===== src/rtl/ha_bist.sv =====
// ha_bist: stimulus-and-check engine for a half-adder cell.
// Define HA_BIST_FAILLOG_EN to add capture of the first failing vector.
module ha_bist #(
  parameter int SETTLE = 2,
  parameter int PASSES = 1,
  parameter int ERRW   = 4
) (
  input  logic            m_clock,
  input  logic            p_reset_n,
  input  logic            start,
  output logic            dut_a,
  output logic            dut_b,
  input  logic            dut_s,
  input  logic            dut_c,
  output logic            busy,
  output logic            done,
  output logic            pass,
  output logic [ERRW-1:0] err_cnt,
  output logic            fail_valid,
  output logic [1:0]      fail_vec
);
  localparam int SW = SETTLE > 1 ? $clog2(SETTLE) : 1;
  localparam int PW = PASSES > 1 ? $clog2(PASSES) : 1;
  typedef enum logic [1:0] {IDLE, WAIT, CHECK, DONE} state_t;
  state_t          state_q, state_d;
  logic [SW-1:0]   cnt_q, cnt_d;
  logic [1:0]      vec_q, vec_d;
  logic [PW-1:0]   pcnt_q, pcnt_d;
  logic [ERRW-1:0] err_q, err_d;
  logic            pass_q, pass_d, a_q, a_d, b_q, b_d;
  logic            accept, mism, last, run_d;
  assign accept = state_q == IDLE && start;
  // a_q/b_q hold the vector being checked, so they double as the reference inputs
  assign mism = state_q == CHECK && {dut_s, dut_c} != {a_q ^ b_q, a_q & b_q};
  assign last = vec_q == 2'd3 && pcnt_q == PW'(PASSES - 1);
  always_comb begin
    state_d = state_q;
    cnt_d   = cnt_q;
    vec_d   = vec_q;
    pcnt_d  = pcnt_q;
    err_d   = err_q;
    pass_d  = pass_q;
    case (state_q)
      IDLE: if (accept) begin
        state_d = WAIT;
        cnt_d   = SW'(SETTLE - 1);
        vec_d   = '0;
        pcnt_d  = '0;
        err_d   = '0;
        pass_d  = 1'b0;
      end
      WAIT: begin
        state_d = cnt_q == '0 ? CHECK : WAIT;
        cnt_d   = cnt_q - SW'(1);
      end
      CHECK: begin
        err_d   = mism && err_q != '1 ? err_q + ERRW'(1) : err_q;
        state_d = last ? DONE : WAIT;
        pass_d  = last && err_d == '0;
        cnt_d   = SW'(SETTLE - 1);
        vec_d   = vec_q + 2'd1;
        pcnt_d  = vec_q == 2'd3 ? pcnt_q + PW'(1) : pcnt_q;
      end
      default: state_d = IDLE;
    endcase
    // Gray-ordered sweep: index 0..3 maps to {a,b} = 00,10,11,01
    run_d = state_d == WAIT || state_d == CHECK;
    a_d   = run_d && (vec_d[0] ^ vec_d[1]);
    b_d   = run_d && vec_d[1];
  end
  always_ff @(posedge m_clock or negedge p_reset_n) begin
    if (!p_reset_n) begin
      state_q <= IDLE;
      cnt_q   <= '0;
      vec_q   <= '0;
      pcnt_q  <= '0;
      err_q   <= '0;
      pass_q  <= 1'b0;
      a_q     <= 1'b0;
      b_q     <= 1'b0;
    end else begin
      state_q <= state_d;
      cnt_q   <= cnt_d;
      vec_q   <= vec_d;
      pcnt_q  <= pcnt_d;
      err_q   <= err_d;
      pass_q  <= pass_d;
      a_q     <= a_d;
      b_q     <= b_d;
    end
  end
  assign dut_a   = a_q;
  assign dut_b   = b_q;
  assign busy    = state_q == WAIT || state_q == CHECK;
  assign done    = state_q == DONE;
  assign pass    = pass_q;
  assign err_cnt = err_q;
`ifdef HA_BIST_FAILLOG_EN
  logic       fv_q;
  logic [1:0] fvec_q;
  always_ff @(posedge m_clock or negedge p_reset_n) begin
    if (!p_reset_n) begin
      fv_q   <= 1'b0;
      fvec_q <= 2'b00;
    end else if (accept) begin
      fv_q   <= 1'b0;
      fvec_q <= 2'b00;
    end else if (mism && !fv_q) begin
      fv_q   <= 1'b1;
      fvec_q <= {a_q, b_q};
    end
  end
  assign fail_valid = fv_q;
  assign fail_vec   = fvec_q;
`else
  assign fail_valid = 1'b0;
  assign fail_vec   = 2'b00;
`endif
endmodule


===== config.mk =====
export PLATFORM = sky130hd
export DESIGN_NAME = ha_bist
export DESIGN_NICKNAME = d
export VERILOG_FILES = /design/src/rtl/ha_bist.sv
export SDC_FILE = /design/constraint.sdc
export NUM_CORES = 1
export LEC_CHECK = 0
export ABC_AREA = 0
export CELL_PAD_IN_SITES_DETAIL_PLACEMENT = 2
export CELL_PAD_IN_SITES_GLOBAL_PLACEMENT = 2
export CORE_MARGIN = 2
export CORE_UTILIZATION = 32
export CTS_BUF_LIST = sky130_fd_sc_hd__clkbuf_8 sky130_fd_sc_hd__clkbuf_16
export CTS_CLUSTER_DIAMETER = 40
export DETAILED_ROUTE_END_ITERATION = 12
export PLACE_DENSITY_LB_ADDON = 0.1
export SLEW_MARGIN = 20
export SYNTH_ARGS = -nofsm -noshare
export SYNTH_HDL_FRONTEND = slang
export SYNTH_SLANG_ARGS = --single-unit

===== constraint.sdc =====
create_clock -name m_clock -period 3.55 [get_ports m_clock]
set_input_delay 0.8875 -clock m_clock [delete_from_list [all_inputs] [get_ports m_clock]]
set_output_delay 0.8875 -clock m_clock [all_outputs]
set_load 0.01 [all_outputs]

== Word-level counts from Yosys, hierarchy flattened ==
Cells that the tools add are included.
Storage, ports and cells
  flip-flop bits (word level): 13
  bits of input ports: 5
Operators by class
  add/sub/neg operators: 4
  eq/ne operators: 10
  mux-type cells: 15
  bitwise gates (word level): 4
  reductions and logical operators: 16
Operator list (number)
  $eq 2x2->1 const B: 4
  $mux 2: 4
  $mux 4: 2
  $pmux 4 s2: 1
  $logic_and 1x1->1: 7
  $pmux 2 s3: 1
  $add 4x1->4 const B: 1
  $eq 2x1->1 const B: 2
  $logic_not 4->1: 1
  $ne 4x4->1 const B: 1
  $pmux 1 s2: 2
  $pmux 2 s2: 1
  $reduce_and 2->1: 2
  $mux 1: 3
  $pmux 1 s3: 1
  $reduce_and 3->1: 1
  $reduce_bool 3->1: 1
  $add 2x1->2 const B: 1
  $logic_not 2->1: 1
  $logic_or 1x1->1: 2
  $ne 2x1->1 const B: 1
  $ne 2x2->1: 1
  $ne 2x2->1 const B: 1
  $reduce_bool 2->1: 1
  other kinds (5): 6

== Logic depth before layout (Yosys ltp) ==
Gate-level depths: netlist (run 1).
  depth after elaboration: 8
  mapped depth: 7
  gate-level depth less buffers: 6

== Least setup slack after synthesis (run 1) ==
Ideal clock, no wire load.
  path kind: input to register
  start: input dut_c
  end: register err_q[1] (netlist: err_cnt[1])
  setup time: 104 ps
  data arrival time: 1788 ps
  required time: 3446 ps
  slack: 1658 ps
  stages: 4
  cells stage by stage: xnor2_1 > a211o_1 > mux2_4 > o311ai_1
On the way
  word-level cells in the longest chain between the ends: 5
Ends and longest elaborated chain
  start, declared: line 14  | input logic dut_c,
  $ne 2x2->1: line 34  | assign mism = state_q == CHECK && {dut_s, dut_c} != {a_q ^ b_q, a_q & b_q};
  $logic_and 1x1->1: line 34
  $logic_and 1x1->1: line 57  | err_d = mism && err_q != '1 ? err_q + ERRW'(1) : err_q;
  $mux 4: line 57
  $pmux 4 s2: line 43  | case (state_q)
  end signal, assigned: line 86  | err_q <= err_d;
  end, declared: line 29  | logic [ERRW-1:0] err_q, err_d;
No other way between the ends.
A chain may end at the register's enable or synchronous reset.

== Final worst setup path (run 1) ==
  start: register state_q[0]
  end: output busy
On the way
  word-level cells in the longest chain between the ends: 2
  elaborated cells between the ends (all ways): 3
  classes of those cells: eq/ne (2); reduce/logical (1)
Ends and longest elaborated chain
  start, declared: line 25  | state_t state_q, state_d;
  start signal, assigned: line 82  | state_q <= state_d;
  $eq 2x1->1 / $eq 2x2->1 (equally long branches): line 94  | assign busy = state_q == WAIT || state_q == CHECK;
  $logic_or 1x1->1 (*): line 94
  end, declared: line 15  | output logic busy,
Mark *: on every way between the ends. The rest lies on a longest branch, timed or not.

==> results of run 1 <==
power by group:
part           internal [uW]  switching (uW)  leakage [uW]
logic                    183             225      0.000300
clock network           76.5            58.0     0.0000269
registers                190            46.0      0.000173
area by class of cell:
| cell class | instances | area [sq um] | area share (%) |
|---|---|---|---|
| multi-input cells | 75 | 512 | 47.2 |
| clock inverters | 1 | 3.75 | 0.346 |
| repair buffers | 14 | 138 | 12.7 |
| clock buffers | 3 | 41.3 | 3.81 |
| flip-flops and latches | 13 | 325 | 30.0 |
| inverters | 7 | 26.3 | 2.42 |
| well taps | 31 | 38.8 | 3.58 |
metal layers:
layer | global-route usage (%) | vias up
li1 | - | 370
met1 | 21.1 | 382
met2 | 26.9 | 9
met3 | 4.84 | 2
met4 | 3.06 | 0
met5 | 0 | -
sequential cells by signal, indices dropped and copies added, names as in the netlist:
signal   flops
dut_a        1
state_q      2
cnt_q        1
vec_q        2
dut_b        1
pcnt_q       1
pass         1
err_cnt      4
logic make-up (layout without fill, tap and decap cells):
group	Yosys count	in the layout
AOI/OAI and AO/OA	29	29
and+or+nand+nor	27	27
DFF	13	13
buffers and inverters	12	25
adders and majority gates	8	8
xor gates and xnor gates	4	4
muxes	4	4
other	1	3
worst paths after layout:
kind,from,endpoint,cells after the start
worst max-delay path,state_q[0],busy,3
worst min-delay path,pass,pass,2
worst max register to register,state_q[0],err_cnt[1],6
worst min register to register,pass,pass,2
max in group asynchronous,p_reset_n,state_q[1],1
min in group asynchronous,p_reset_n,pass,1
layout by cell type (no fill, tap or decap), types with 2 or more instances in the layout:
master / count
conb_1: 3
nand2_1: 13
a211o_1: 2
o21ai_0: 8
a21oi_1: 7
xnor2_1: 3
mux2i_1: 2
dfrtp_1: 13
clkdlybuf4s50_1: 13
clkbuf_8: 3
ha_1: 8
nand3_1: 2
nor2_1: 4
nor2b_1: 4
inv_1: 8
metrics by stage:
stage,hold slack [ns],power [uW],cells,utilization (%)
6_report,0.524,779,144,40.4
4_1_cts,0.529,794,144,40.4
2_1_floorplan,0.513,512,100,-
3_3_place_gp,0.504,637,140,38.7
5_1_grt,0.584,854,144,40.4
3_5_place_dp,0.514,653,140,38.7
worst max-delay path: stages, from the launching register on:
cell             delay (ns)
dfrtp_1                0.44
inv_1                  0.09
ha_1                   0.28
clkdlybuf4s50_1        0.53
==> flow_summary.yaml, run 1 <==
global_routing:
  grt_max_degree: 17
  antenna_found_initial: 0
  gr-total-overflow: 0
  grt_pass1_wl_um: 4050
  track_usage_pct: 16.3
  grt_pass1_vias: 832
synthesis:
  synth.avg_cell_area_sq_um: 9.06
  synth-simple-area-share_pct: 13.9
  yosysTopAreaCellShare_pct: 36.6
  synth_top_family_by_area: "compound AO/OA/AOI/OAI gates"
  syn_inst: 98
  muxShareOfSynthArea_pct: 5.21
  ys_warn_count: 0
  synth_enable_flop_cells: 0
  ys_seq_area_share_pct: 36.6
  synth-adder-area-share_pct: 11.3
  ys.flop_type: "dfrtp_1"
  synth_commonest_cells: "13 x dfrtp_1, 13 x nand2_1, 8 x ha_1, 8 x o21ai_0"
  synth_xor_area_share_pct: 3.94
  synth_top_area_cell: "dfrtp_1"
  ys_top_cells_by_area: "dfrtp_1 37%, ha_1 11%, nand2_1 5.5%, o21ai_0 4.5%, a21oi_1 3.9%"
  ys_ff_latch: 13
  synthDistinctLibCells: 34
  async_reset_ff_share_pct: 100
  synth_compound_area_share_pct: 22.0
  syn-cell-area_sq_um: 888
pwr:
  power_density_nw_per_um2: 718
  power_leakage_uw: 0.000500
  vdd_drop_max_mv: 0.462
route:
  detail_route.wl_per_cell_um: 16.2
  drc: 0
  drt_iter0_drc: 5
  met2WireLength_um: 1130
  totalWireLength_um: 2330
  vias: 763
  vias_per_cell: 5.30
  wl_met1_um: 1120
  postRouteAntennaNets: 0
  dr.pass1.iters: 4
  routed.top_layer: "met4"
  met3_length_um: 65
finish:
  n_antenna_cell: 0
  fillers: 310
  fin_nets: 127
  area_delta_synth_final_pct: 22.1
  drive_above_1_share_pct: 4.42
  final_area_sq_um: 1080
timing:
  fin_setup_tns_ns: 0
  finalMaxSlewViolations: 0
  min_period_over_period_pct: 69.7
  min_period_ns: 2.47
  max_freq_mhz: 404
  tightest_slew_ns: 0.639
  grt_setup_unrepaired: "no"
  maxSlewHeadroom_pct: 57.2
  hold_viol_final: 0
  setup_ws_ns: 1.08
  setup-violations-final: 0
  finalClockSkew_ns: 0.00627
placement:
  globalplace.congestion: 0.717
  dpl.hpwl_um: 1760
  portBuffers: 13
  place_ws_ns: 0.982
  place_area_sq_um: 1040
clock_tree:
  hold_buffers: 0
  cts_num_sinks: 13
  post_cts_buffers: 0
  cts_max_path_buffers: 2
  cts_inserted_buffers: 3
  cts_tree: "built"
  h-tree-depth: 1
  clkSlewWorstSetupHoldPaths_ns: 0.06
  cts-root-buf: "clkbuf_8"
  cts_resized: 0
  insertion_delay_ns: 0.25
setup_path:
  cp-end-kind: "output pin"
  start_kind: "flip-flop"
  path_max_fanout: 5
  r2r_slack_ns: 1.40
  critical_path_arrival_ns: 1.59
  crit_required_ns: 2.66
  worstSetupPathType: "flip-flop to output pin"
floorplanning:
  fp.dieArea_sq_um: 3210
  die_x_um: 56.7
  start_util_pct: 33.1
  row_count: 19
  fp.dieH_um: 56.7
  io_pins: 17
  core_sq_um: 2690
flow_run:
  cap_violations: 0
status:
  status: "finished clean"
min_path:
  worstHoldPathType: "flip-flop to flip-flop"
(Power assumes the default switching activity.)
==> inputs of run 2 (changes only) <==
Settings changed: CORE_UTILIZATION 32 to 27.
Clock period 3.55 ns to 2.2 ns, I/O delays scaled along.
==> run 2 against run 1 <==
- global-route usage shrank 0.96 points
- hold slack is essentially flat
- routed wire length grew 6.5%
- critical endpoint unchanged
- register-to-register slack lost 1.1 ns
- die area grew 17%
- combinational power grew 85%
- first-iteration DRC count grew to 4.8 times the previous value
==> flow_summary.yaml, run 2 (synthesis results as in run 1) <==
setup_path:
  critical_path_arrival_ns: 1.56
  timing.rr.end: "dut_a"
  crit_required_ns: 1.65
  path_cells: "inv_1, ha_1, clkdlybuf4s50_1"
  max_stage_delay_ns: 0.53
  reg2reg_depth: 6
  r2r_slack_ns: 0.29
  path_max_fanout: 5
  cp-end-kind: "output pin"
  cp_slowest_cell: "clkdlybuf4s50_1"
  r2r-start: "state_q[1]"
  start_kind: "flip-flop"
  worstSetupPathType: "flip-flop to output pin"
finish:
  n_antenna_cell: 0
  multi_input_area_sq_um: 512
  largest_reg_flops: 4
  final_cells: 164
  final_area_sq_um: 1150
  mostFrequentLayoutCells: "13 x nand2_1, 13 x dfrtp_1, 13 x clkdlybuf4s50_1"
  fillers: 365
  area_delta_synth_final_pct: 29.9
  fin_nets: 134
  drive_above_1_share_pct: 10.0
  seq_area_sq_um: 325
clock_tree:
  cts-root-buf: "clkbuf_8"
  cts_inserted_buffers: 3
  hold_buffers: 0
  cts_max_path_buffers: 2
  clkSlewWorstSetupHoldPaths_ns: 0.06
  h-tree-depth: 1
  cts_num_sinks: 13
  insertion_delay_ns: 0.25
  cts_resized: 0
  cts_tree: "built"
  post_cts_buffers: 0
global_routing:
  grt_pass1_wl_um: 4230
  grt_pass1_vias: 862
  track_usage_pct: 15.3
  antenna_found_initial: 0
  gr-total-overflow: 0
  grt_max_degree: 14
floorplanning:
  io_pins: 17
  core_sq_um: 3100
  start_util_pct: 28.6
  fp.dieH_um: 61.4
  die_x_um: 61.4
  row_count: 20
  fp.dieArea_sq_um: 3770
timing:
  finalMaxSlewViolations: 0
  tightest_slew_ns: 0.639
  fin_setup_tns_ns: 0
  grt_setup_unrepaired: "no"
  holdWs_ns: 0.524
  max_freq_mhz: 475
  setup-violations-final: 0
  min_period_over_period_pct: 95.7
  hold_viol_final: 0
  maxSlewHeadroom_pct: 57.3
  min_period_ns: 2.11
  finalClockSkew_ns: 0.00592
pwr:
  intPower_uw: 782
  seqPwrFrac_pct: 27.1
  power_leakage_uw: 0.000535
  p_sw_uw: 546
  comb_power_share_pct: 56.7
  pwr-share-clk_pct: 16.2
  power_density_nw_per_um2: 1150
  switching_share_pct: 41.1
  vdd_drop_max_mv: 0.539
route:
  vias_per_cell: 4.82
  dr.pass1.iters: 4
  totalWireLength_um: 2480
  drt_iter0_drc: 24
  postRouteAntennaNets: 0
  vias: 790
  drc: 0
  detail_route.wl_per_cell_um: 15.1
status:
  status: "finished clean"
placement:
  placed_cells: 160
  dpl.hpwl_um: 1890
  globalplace.congestion: 0.853
  portBuffers: 13
  place_area_sq_um: 1110
min_path:
  hold_end: "pass"
  hold_depth: 2
  worstHoldPathType: "flip-flop to flip-flop"
  holdCritStartpoint: "pass"
flow_run:
  cap_violations: 0
## run 2: cell types whose count changed in the layout (fill, tap and decap cells not counted), sizes merged
cell  previous run  this run
buf              1         8
## run 2: power by group through the flow
stage / logic [uW] / clock network [uW] / registers [uW]
CTS: 767 / 224 / 362
finish: 753 / 215 / 360
detailed placement: 761 / 0 / 366
global placement: 741 / 0 / 362
global route: 852 / 234 / 370
floorplan: 455 / 0 / 371
## run 2: final cells by class
cell class                 count  share of cell area, %
multi-input combinational     75                   44.4
inverter                       7                   2.28
tap                           44                   4.77
timing repair buffer          21                   16.5
clock buffer                   3                   3.58
clock inverter                 1                  0.325
sequential                    13                   28.2
## run 2: critical path, delay by kind of cell (launching register included)
kind / cells / cell delay [ns]
buffers and inverters: 2 / 0.61
DFF: 1 / 0.43
adders and majority gates: 1 / 0.27
## run 2: per-stage QoR
stage / setup slack, ns / total power, uW / utilization, %
finish: 0.0938 / 1330 / 37.2
CTS: 0.0748 / 1350 / 37.2
floorplan: 0.474 / 826 / -
detailed placement: 0.0376 / 1130 / 35.7
global placement: 0.0671 / 1100 / 35.7
global route: 0.0266 / 1460 / 37.2
## run 2: worst max-delay path by stage
stage          startpoint         end  slack (ns)  depth (start not counted)
6_report       state_q[1]        busy        0.09                          3
5_1_grt        state_q[1]        busy        0.03                          3
4_1_cts        state_q[1]        busy        0.07                          3
3_5_place_dp        dut_s        pass        0.04                          6
3_3_place_gp        dut_s        pass        0.07                          6
2_1_floorplan  err_cnt[0]  err_cnt[1]        0.47                          5
## run 2: metal layers
layer / vias to the layer above / share of wire (%) / global-route usage [%]
met3: 2 / 3.6 / 3.99
met5: - / 0 / 0
li1: 383 / - / -
met2: 16 / 47 / 24.9
met1: 389 / 49 / 20.9
met4: 0 / 0.40 / 2.74
==> inputs of run 3 (changes only) <==
Settings changed: HOLD_SLACK_MARGIN set to 0.08.
==> results of run 3 <==
Same layout as run 2: the final DEF is identical, and so are final timing and power.
